**src/rtl/spi_slave_byte_interface_pkg.sv**
```systemverilog
// Shared constants for the SPI slave byte front end: default word size,
// FSM encoding and the SPI clock mode this front end is built for.
package spi_slave_byte_interface_pkg;

  localparam int DATA_WIDTH_DEF = 8;

  localparam logic [0:0] ST_IDLE   = 1'b0;
  localparam logic [0:0] ST_ACTIVE = 1'b1;

  localparam logic SPI_CPOL = 1'b0;
  localparam logic SPI_CPHA = 1'b0;

endpackage

```
**src/rtl/spi_slave_byte_interface_if.sv**
```systemverilog
// SPI pin and byte-side bundle; slave modport is the front end, master modport
// is whatever drives the pins and consumes the received bytes.
interface spi_slave_byte_interface_if
  import spi_slave_byte_interface_pkg::*;
#(
  parameter int DATA_WIDTH = DATA_WIDTH_DEF
);
  logic                  sclk;
  logic                  cs;
  logic                  mosi;
  logic                  miso;
  logic [DATA_WIDTH-1:0] tx_data;
  logic [DATA_WIDTH-1:0] data_out;
  logic                  data_valid;
  logic                  frame_active;

  modport slave (
    input  sclk, cs, mosi, tx_data,
    output miso, data_out, data_valid, frame_active
  );

  modport master (
    output sclk, cs, mosi, tx_data,
    input  miso, data_out, data_valid, frame_active
  );
endinterface

```
**src/rtl/spi_slave_byte_interface_sync.sv**
```systemverilog
// Single-bit multi-flop synchroniser for a raw SPI pin; latency SYNC_STAGES clk,
// reset value selectable so an idle chip select comes out of reset deasserted.
module spi_input_synchronizer #(
  parameter int   SYNC_STAGES = 2,
  parameter logic RST_VAL     = 1'b0
) (
  input  logic clk,
  input  logic reset,
  input  logic d_i,
  output logic q_o
);
  logic [SYNC_STAGES-1:0] sync_q;

  always_ff @(posedge clk or negedge reset) begin
    if (!reset) begin
      sync_q <= {SYNC_STAGES{RST_VAL}};
    end else begin
      sync_q <= {sync_q[SYNC_STAGES-2:0], d_i};
    end
  end

  assign q_o = sync_q[SYNC_STAGES-1];
endmodule

```
**src/rtl/spi_slave_byte_interface.sv**
```systemverilog
// SPI mode-0 slave: oversampled pins, MSB-first byte deserialiser/serialiser.
// data_valid rises SYNC_STAGES+1 clk after the last sclk rise; no backpressure.
module spi_slave_byte_interface
  import spi_slave_byte_interface_pkg::*;
#(
  parameter int DATA_WIDTH  = DATA_WIDTH_DEF,
  parameter int SYNC_STAGES = 2
) (
  input logic                          clk,
  input logic                          reset,
  spi_slave_byte_interface_if.slave    bus
);
  localparam int                CNT_W    = $clog2(DATA_WIDTH);
  localparam logic [CNT_W-1:0]  CNT_LAST = CNT_W'(DATA_WIDTH - 1);

  logic sclk_s, cs_s, mosi_s;
  logic sclk_d_q, cs_d_q;
  logic sclk_rise, sclk_fall, cs_fall;
  logic sample_edge, shift_edge;

  logic [0:0]            state_q, state_d;
  logic [CNT_W-1:0]      bit_cnt_q, bit_cnt_d;
  logic [DATA_WIDTH-2:0] rx_shift_q, rx_shift_d;
  logic [DATA_WIDTH-2:0] tx_shift_q, tx_shift_d;
  logic [DATA_WIDTH-1:0] data_out_q, data_out_d;
  logic                  data_valid_q, data_valid_d;
  logic                  miso_q, miso_d;
  logic                  frame_active_q, frame_active_d;
  logic                  reload_q, reload_d;

  spi_input_synchronizer #(.SYNC_STAGES(SYNC_STAGES), .RST_VAL(1'b0)) u_sync_sclk (
    .clk(clk), .reset(reset), .d_i(bus.sclk), .q_o(sclk_s)
  );
  spi_input_synchronizer #(.SYNC_STAGES(SYNC_STAGES), .RST_VAL(1'b1)) u_sync_cs (
    .clk(clk), .reset(reset), .d_i(bus.cs), .q_o(cs_s)
  );
  spi_input_synchronizer #(.SYNC_STAGES(SYNC_STAGES), .RST_VAL(1'b0)) u_sync_mosi (
    .clk(clk), .reset(reset), .d_i(bus.mosi), .q_o(mosi_s)
  );

  assign sclk_rise = sclk_s & ~sclk_d_q;
  assign sclk_fall = ~sclk_s & sclk_d_q;
  assign cs_fall   = ~cs_s & cs_d_q;

  // Modes 0 and 3 sample on the rising edge, modes 1 and 2 on the falling one.
  assign sample_edge = (SPI_CPOL ^ SPI_CPHA) ? sclk_fall : sclk_rise;
  assign shift_edge  = (SPI_CPOL ^ SPI_CPHA) ? sclk_rise : sclk_fall;

  always_comb begin
    state_d        = state_q;
    bit_cnt_d      = bit_cnt_q;
    rx_shift_d     = rx_shift_q;
    tx_shift_d     = tx_shift_q;
    data_out_d     = data_out_q;
    data_valid_d   = 1'b0;
    miso_d         = miso_q;
    frame_active_d = frame_active_q;
    reload_d       = reload_q;

    case (state_q)
      ST_IDLE: begin
        bit_cnt_d = '0;
        miso_d    = 1'b0;
        if (cs_fall) begin
          state_d        = ST_ACTIVE;
          tx_shift_d     = bus.tx_data[DATA_WIDTH-2:0];
          miso_d         = bus.tx_data[DATA_WIDTH-1];
          frame_active_d = 1'b1;
          reload_d       = 1'b0;
        end
      end
      default: begin
        // Chip select release wins over a byte completing in the same cycle.
        if (cs_s) begin
          state_d        = ST_IDLE;
          bit_cnt_d      = '0;
          miso_d         = 1'b0;
          frame_active_d = 1'b0;
          reload_d       = 1'b0;
        end else if (sample_edge) begin
          rx_shift_d = {rx_shift_q[DATA_WIDTH-3:0], mosi_s};
          if (bit_cnt_q == CNT_LAST) begin
            bit_cnt_d    = '0;
            data_out_d   = {rx_shift_q, mosi_s};
            data_valid_d = 1'b1;
            reload_d     = 1'b1;
          end else begin
            bit_cnt_d = bit_cnt_q + 1'b1;
          end
        end else if (shift_edge) begin
          if (reload_q) begin
            tx_shift_d = bus.tx_data[DATA_WIDTH-2:0];
            miso_d     = bus.tx_data[DATA_WIDTH-1];
            reload_d   = 1'b0;
          end else begin
            tx_shift_d = {tx_shift_q[DATA_WIDTH-3:0], 1'b0};
            miso_d     = tx_shift_q[DATA_WIDTH-2];
          end
        end
      end
    endcase
  end

  always_ff @(posedge clk or negedge reset) begin
    if (!reset) begin
      sclk_d_q       <= 1'b0;
      cs_d_q         <= 1'b1;
      state_q        <= ST_IDLE;
      bit_cnt_q      <= '0;
      rx_shift_q     <= '0;
      tx_shift_q     <= '0;
      data_out_q     <= '0;
      data_valid_q   <= 1'b0;
      miso_q         <= 1'b0;
      frame_active_q <= 1'b0;
      reload_q       <= 1'b0;
    end else begin
      sclk_d_q       <= sclk_s;
      cs_d_q         <= cs_s;
      state_q        <= state_d;
      bit_cnt_q      <= bit_cnt_d;
      rx_shift_q     <= rx_shift_d;
      tx_shift_q     <= tx_shift_d;
      data_out_q     <= data_out_d;
      data_valid_q   <= data_valid_d;
      miso_q         <= miso_d;
      frame_active_q <= frame_active_d;
      reload_q       <= reload_d;
    end
  end

  assign bus.miso         = miso_q;
  assign bus.data_out     = data_out_q;
  assign bus.data_valid   = data_valid_q;
  assign bus.frame_active = frame_active_q;
endmodule

```
**src/flat_wrapper.sv**
```systemverilog
// flat-port wrapper written by rule: the top's interface ports become plain ports
module spi_slave_byte_interface_flat import spi_slave_byte_interface_pkg::*;
#(
  parameter int DATA_WIDTH  = DATA_WIDTH_DEF,
  parameter int SYNC_STAGES = 2
)
  (clk, reset, bus_sclk, bus_cs, bus_mosi, bus_tx_data, bus_miso, bus_data_out, bus_data_valid, bus_frame_active);
  spi_slave_byte_interface_if #(.DATA_WIDTH(DATA_WIDTH)) bus_i ();
  input logic clk;
  input logic reset;
  input wire logic [$bits(bus_i.sclk)-1:0] bus_sclk;
  input wire logic [$bits(bus_i.cs)-1:0] bus_cs;
  input wire logic [$bits(bus_i.mosi)-1:0] bus_mosi;
  input wire logic [$bits(bus_i.tx_data)-1:0] bus_tx_data;
  output wire logic [$bits(bus_i.miso)-1:0] bus_miso;
  output wire logic [$bits(bus_i.data_out)-1:0] bus_data_out;
  output wire logic [$bits(bus_i.data_valid)-1:0] bus_data_valid;
  output wire logic [$bits(bus_i.frame_active)-1:0] bus_frame_active;
  assign bus_i.sclk = bus_sclk;
  assign bus_i.cs = bus_cs;
  assign bus_i.mosi = bus_mosi;
  assign bus_i.tx_data = bus_tx_data;
  assign bus_miso = bus_i.miso;
  assign bus_data_out = bus_i.data_out;
  assign bus_data_valid = bus_i.data_valid;
  assign bus_frame_active = bus_i.frame_active;
  spi_slave_byte_interface #(.DATA_WIDTH(DATA_WIDTH), .SYNC_STAGES(SYNC_STAGES)) u_core (.clk(clk), .reset(reset), .bus(bus_i));
endmodule
```
**config.mk**
```make
export PLATFORM = sky130hd
export DESIGN_NAME = spi_slave_byte_interface_flat
export DESIGN_NICKNAME = d
export VERILOG_FILES = /design/src/rtl/spi_slave_byte_interface_pkg.sv /design/src/rtl/spi_slave_byte_interface_if.sv /design/src/rtl/spi_slave_byte_interface_sync.sv /design/src/rtl/spi_slave_byte_interface.sv /design/src/flat_wrapper.sv
export SDC_FILE = /design/constraint.sdc
export NUM_CORES = 1
export LEC_CHECK = 0
export CORE_ASPECT_RATIO = 1.25
export CORE_MARGIN = 2
export CORE_UTILIZATION = 45
export CTS_CLUSTER_SIZE = 24
export DETAILED_ROUTE_END_ITERATION = 10
export GPL_ROUTABILITY_DRIVEN = 0
export PLACE_DENSITY = 0.78
export SLEW_MARGIN = 25
export SYNTH_ARGS = -nofsm -noshare
export SYNTH_HDL_FRONTEND = slang
export SYNTH_SLANG_ARGS = --single-unit
```
**constraint.sdc**
```tcl
create_clock -name clk -period 4.9 [get_ports clk]
set_clock_uncertainty 0.2 [all_clocks]
set_input_delay 0.735 -clock clk [delete_from_list [all_inputs] [get_ports clk]]
set_output_delay 0.735 -clock clk [all_outputs]
set_load 0.01 [all_outputs]
```
Word-level counts from Yosys, hierarchy flattened:

Index checks and enable logic that the tools add are counted.

* input port bits: 13
* register bits after elaboration: 38
* logic and storage cells: 70
* RAM bits: 0
* bits in latches: 0
* memories kept: 0
* ROM bits: 0
* output and inout bits: 11

* reductions and logical operators: 7
* multiply operators: 0
* bitwise operators: 6
* shifts and indexed selects: 0
* mux-type cells: 32
* add/sub/neg operators: 1
* equality and inequality tests: 10
* magnitude comparators: 0
* div/mod/pow operators: 0

Operators with widths (number)
* 7-bit 2-to-1 mux: 6
* 1-bit 2-to-1 mux: 22
* 3-bit 2-to-1 mux: 4
* 4-bit AND reduction: 2
* 2-bit != test, second input constant: 3
* 3-bit by 2-bit != test with 1-bit output, second input constant: 2
* 3-bit AND reduction: 2
* 4-bit by 2-bit != test with 1-bit output, second input constant: 1
* 4-bit != test, second input constant: 1
* 2-bit AND reduction: 2
* 3-bit by 1-bit adder with 3-bit output, second input constant: 1
* 1-bit AND: 3
* 3-bit equality test, second input constant: 1
* 3-bit != test, second input constant: 1
* 1-bit inverter: 3
* 2-bit by 1-bit != test with 1-bit output, second input constant: 1
* 2-bit nonzero test: 1

Logic depth before layout (Yosys ltp):

* depth in word-level cells: 6
* mapped depth: 6
* mapped depth without buffers: 5

By module:

Synthesis repeated with hierarchy kept, for this count alone.

* cells, all modules: 107
* area total of the unflattened synthesis: 1609.0 µm²

Modules (own cells, without submodules)
* spi_slave_byte_interface: area an instance 1456.4 µm², instances 1, cells an instance 101, sequential area each 802.0 µm²
* spi_input_synchronizer at u_core.u_sync_mosi ...: area an instance 50.0 µm², instances 2, cells an instance 2, sequential area each 50.0 µm²
* spi_input_synchronizer at u_core.u_sync_cs: area an instance 52.6 µm², instances 1, cells an instance 2, sequential area each 52.6 µm²

Worst setup path before layout:

OpenSTA, ideal clock, no wires.

* kind: flip-flop to flip-flop
* from: register u_core.sclk_d_q
* to: register u_core.tx_shift_q[1]
* setup slack: 3.142 ns
* data arrival time: 1.433 ns
* required time: 4.575 ns
* stages on the path, launching flop included: 7
* library setup time: 0.125 ns
* period minus slack after synthesis: 1.758 ns
* path buffers: 1
* cell sequence: dfrtp_1 inv_1 ha_1 buf_2 nand2b_4 o2bb2ai_4 mux2_4

* word-level cells in the longest chain between the ends: 4
* elaborated cells on any way between the ends: 6
* those cells by class: eq/ne (2); bitwise (3); reduce/logical (1)

RTL lines
* start, declared: RTL line spi_slave_byte_interface.sv:17 `logic sclk_d_q, cs_d_q;`
* start signal, assigned: RTL line spi_slave_byte_interface.sv:118 `sclk_d_q <= sclk_s;`
* 1-bit inverter: RTL line spi_slave_byte_interface.sv:41 `assign sclk_rise = sclk_s & ~sclk_d_q;`
* 1-bit AND: RTL line spi_slave_byte_interface.sv:41
* 2-bit != test (no source line)
* 4-bit AND reduction (no source line) *
* end signal, assigned: RTL line spi_slave_byte_interface.sv:123 `tx_shift_q <= tx_shift_d;`
* end, declared: RTL line spi_slave_byte_interface.sv:24 `logic [DATA_WIDTH-2:0] tx_shift_q, tx_shift_d;`

Mark *: on every way between the ends. The rest lies on a longest branch, timed or not.
A chain may end at the register's enable or synchronous reset.

Final worst setup path:

* from: register u_core.frame_active_q, in the netlist u_core.bus.frame_active
* to: output port bus_frame_active

RTL lines
* start, declared: RTL line spi_slave_byte_interface.sv:28 `logic frame_active_q, frame_active_d;`
* start signal, assigned: RTL line spi_slave_byte_interface.sv:127 `frame_active_q <= frame_active_d;`
* end, declared: RTL line flat_wrapper.sv:18 `output wire logic [$bits(bus_i.frame_active)-1:0] bus_frame_active;`

No word-level cell between the ends.

==> metrics.md <==
| Metric | Value |
|---|---|
| Status | `finished, final reports clean` |
| Slew HR | `45.39%` |
| WP depth | `1` |
| Post-route ant nets | `0` |
| Rows | `24` |
| DPL Wire Length | `1836 um` |
| DIE AREA | `4198 sq um` |
| Crit end category | `output port` |
| CTS buffer count | `5` |
| Netlist cell types | `26` |
| Critical setup path kind | `register to output port` |
| H-tree levels | `2` |
| Antenna violations before repair | `0` |
| Power Dens Cells | `354.6 nW/um^2` |
| # hold bufs at CTS | `0` |
| Most frequent cells in the layout | `35 x dfrtp_1, 22 x clkdlybuf4s50_1, 15 x mux2_2, 12 x mux2_4` |
| # diodes | `0` |
| Post-CTS setup buffers | `0` |
| Post_cts resized | `0` |
| Max-Cap Viols | `0` |
| Startpoint type of the worst setup path | `register` |
| Yosys top cell area share | `52.71%` |
| Slowest stage cell, crit path | `clkdlybuf4s50_1` |
| Reg2reg path depth | `4` |
| Setup ws final | `2.768 ns` |
| Final Cycle Share | `43.51%` |
| WHS | `0.1525 ns` |
| Total number of vias | `926` |
| Vias in the first global route | `1,037` |
| # port buffers | `23` |
| Average routed wire per standard cell | `14.68 um` |
| Drt total wl | `2613 um` |
| Core Area | `3513 sq um` |
| Drt first pass iters | `3` |
| Pre-CTS WS | `2.863 ns` |
| Placed Area | `1908 sq um` |
| Setup TNS | `0 ns` |
| Post-synthesis sequential area ratio | `57.45%` |
| Finished layout cell area | `2018 sq um` |
| Total gr overflow | `0` |
| Hold Crit Depth | `0` |
| Share of cells above drive strength 1 | `31.65%` |
| Worst endpoint data arrival time | `1.20 ns` |
| Die W | `58.35 um` |
| Ports | `24` |
| HP Class | `register to register` |
| Synth area leader | `dfrtp_1` |
| CTS tree | `built` |
| DRC errors left | `0` |
| Critical-path maximum fanout | `3` |
| Crit path largest cell delay | `0.55 ns` |
| CTS root buf | `clkbuf_8` |
| Final #Nets | `156` |
| Largest cells by area after synthesis | `dfrtp_1 53%, mux2_4 11%, mux2_2 10%` |
| Worst-margin pin slew | `0.8192 ns` |
| Required @ worst endpoint | `3.96 ns` |
| RSZ-0062 raised after global routing | `no` |
| Final setup fails | `0` |
| #FFs+latches synth | `38` |
| Family with the most delay on the worst path | `buffers and inverters` |
| Maximum vdd ir drop | `0.0002325 V` |
| CP Cell Sequence | `clkdlybuf4s50_1` |
| FMAX | `0.4691 GHz` |
| Vias/cell | `5.202` |
| Commonest non-fill, non-tap cell in the layout | `dfrtp_1` |
| DR iter-0 viols | `31` |
| Clock latency on the worst-skew pair | `0.28 ns` |
| Initial Utilization | `47.29%` |
| Post-Syn Instances | `111` |
| Largest net degree at the start of global routing | `39` |
| LEAKAGE | `0.9663 nW` |
| Syn_area_per_cell | `14.97 sq um` |
| Clock transition at the registers of the reported paths | `0.07 ns` |
| Max Slew Vio Count | `0` |
| Final-report hold violation count | `0` |
| Crit path buf inv count | `1` |
| Min Tclk post-route | `2.132 ns` |
| Die Span Y | `71.94 um` |
| Post-Syn Nets | `129` |
| Area Growth Syn to Fin | `21.46%` |
| Total GRT Usage | `14.81%` |
| Mapped Area | `1662 sq um` |
| First-pass GRT wire length | `4698 um` |
| Max Root-Sink Buffers | `2` |
| Clock net sink count | `38` |
| Synth warnings | `0` |
==> state kept, by name, indices dropped and copies added, names as in the netlist, 2 cells and up <==
register / flops
u_core.u_sync_cs.sync_q: 2
u_core.bus.data_out: 8
u_core.u_sync_sclk.sync_q: 2
u_core.tx_shift_q: 7
u_core.bit_cnt_q: 3
u_core.rx_shift_q: 7
u_core.u_sync_mosi.sync_q: 2
==> layer usage <==
layer	part of all wire, %	vias to the layer above	track usage, %
met3	3.2	4	4.813
li1	-	435	-
met1	42	472	17.48
met2	53	15	24.22
met4	1.3	0	6.977
met5	0	-	0
==> layout make-up <==
type / instances / area (sq um)
Fill cell: 283 / 1495
Sequential cell: 38 / 954.7
Multi-Input combinational cell: 63 / 653.1
Timing Repair Buffer: 23 / 225.2
Clock buffer: 6 / 72.57
Tap cell: 39 / 48.80
Clock inverter: 2 / 37.54
Inverter: 7 / 26.28
==> logic make-up (layout without fill, tap and decap cells) <==
group,Yosys count,count (layout),synth area share (%)
DFF,38,38,57.46
AOI/OAI and AO/OA,6,6,3.916
adders and majority gates,5,5,3.765
muxes,31,31,23.42
buffers and inverters,10,38,3.238
and+or+nand+nor,21,21,8.208
==> per-stage QoR <==
step           std cells  total power [mW]  utilization [%]
2_1_floorplan        111            0.4372                -
3_3_place_gp         170            0.4630            54.31
3_5_place_dp         170            0.4684            54.31
4_1_cts              178            0.7297            57.44
5_1_grt              178            0.7516            57.44
6_report             178            0.7156            57.44
==> path summary, 6_finish.rpt <==
path                                         startpoint                           end  slack [ns]
setup / recovery                u_core.bus.frame_active              bus_frame_active        2.77
hold / removal             u_core.u_sync_sclk.sync_q[0]  u_core.u_sync_sclk.sync_q[1]        0.15
setup reg to reg           u_core.u_sync_sclk.sync_q[1]          u_core.tx_shift_q[6]        3.05
hold reg to reg            u_core.u_sync_sclk.sync_q[0]  u_core.u_sync_sclk.sync_q[1]        0.15
max in group asynchronous                         reset               u_core.bus.miso        3.64
min in group asynchronous                         reset  u_core.u_sync_mosi.sync_q[1]        0.33
==> power by group <==
group	switching [mW]	total, mW	internal, mW	leakage [nW]
registers	0.0226	0.370	0.347	0.485
clock network	0.103	0.255	0.152	0.0514
logic	0.0306	0.0916	0.0610	0.430
==> Yosys cell counts, drive strengths merged <==
cell,instances
ha,5
nor2b,1
inv,7
o22ai,1
nand4b,1
a21oi,1
nor2,7
nand3,2
mux2,27
mux2i,4
nor3,1
buf,3
a31oi,1
dfrtp,35
o221a,1
o32ai,1
nand2b,5
dfstp,3
nand3b,2
nand2,1
or3,1
o2bb2ai,1
(Power assumes the default switching activity.)
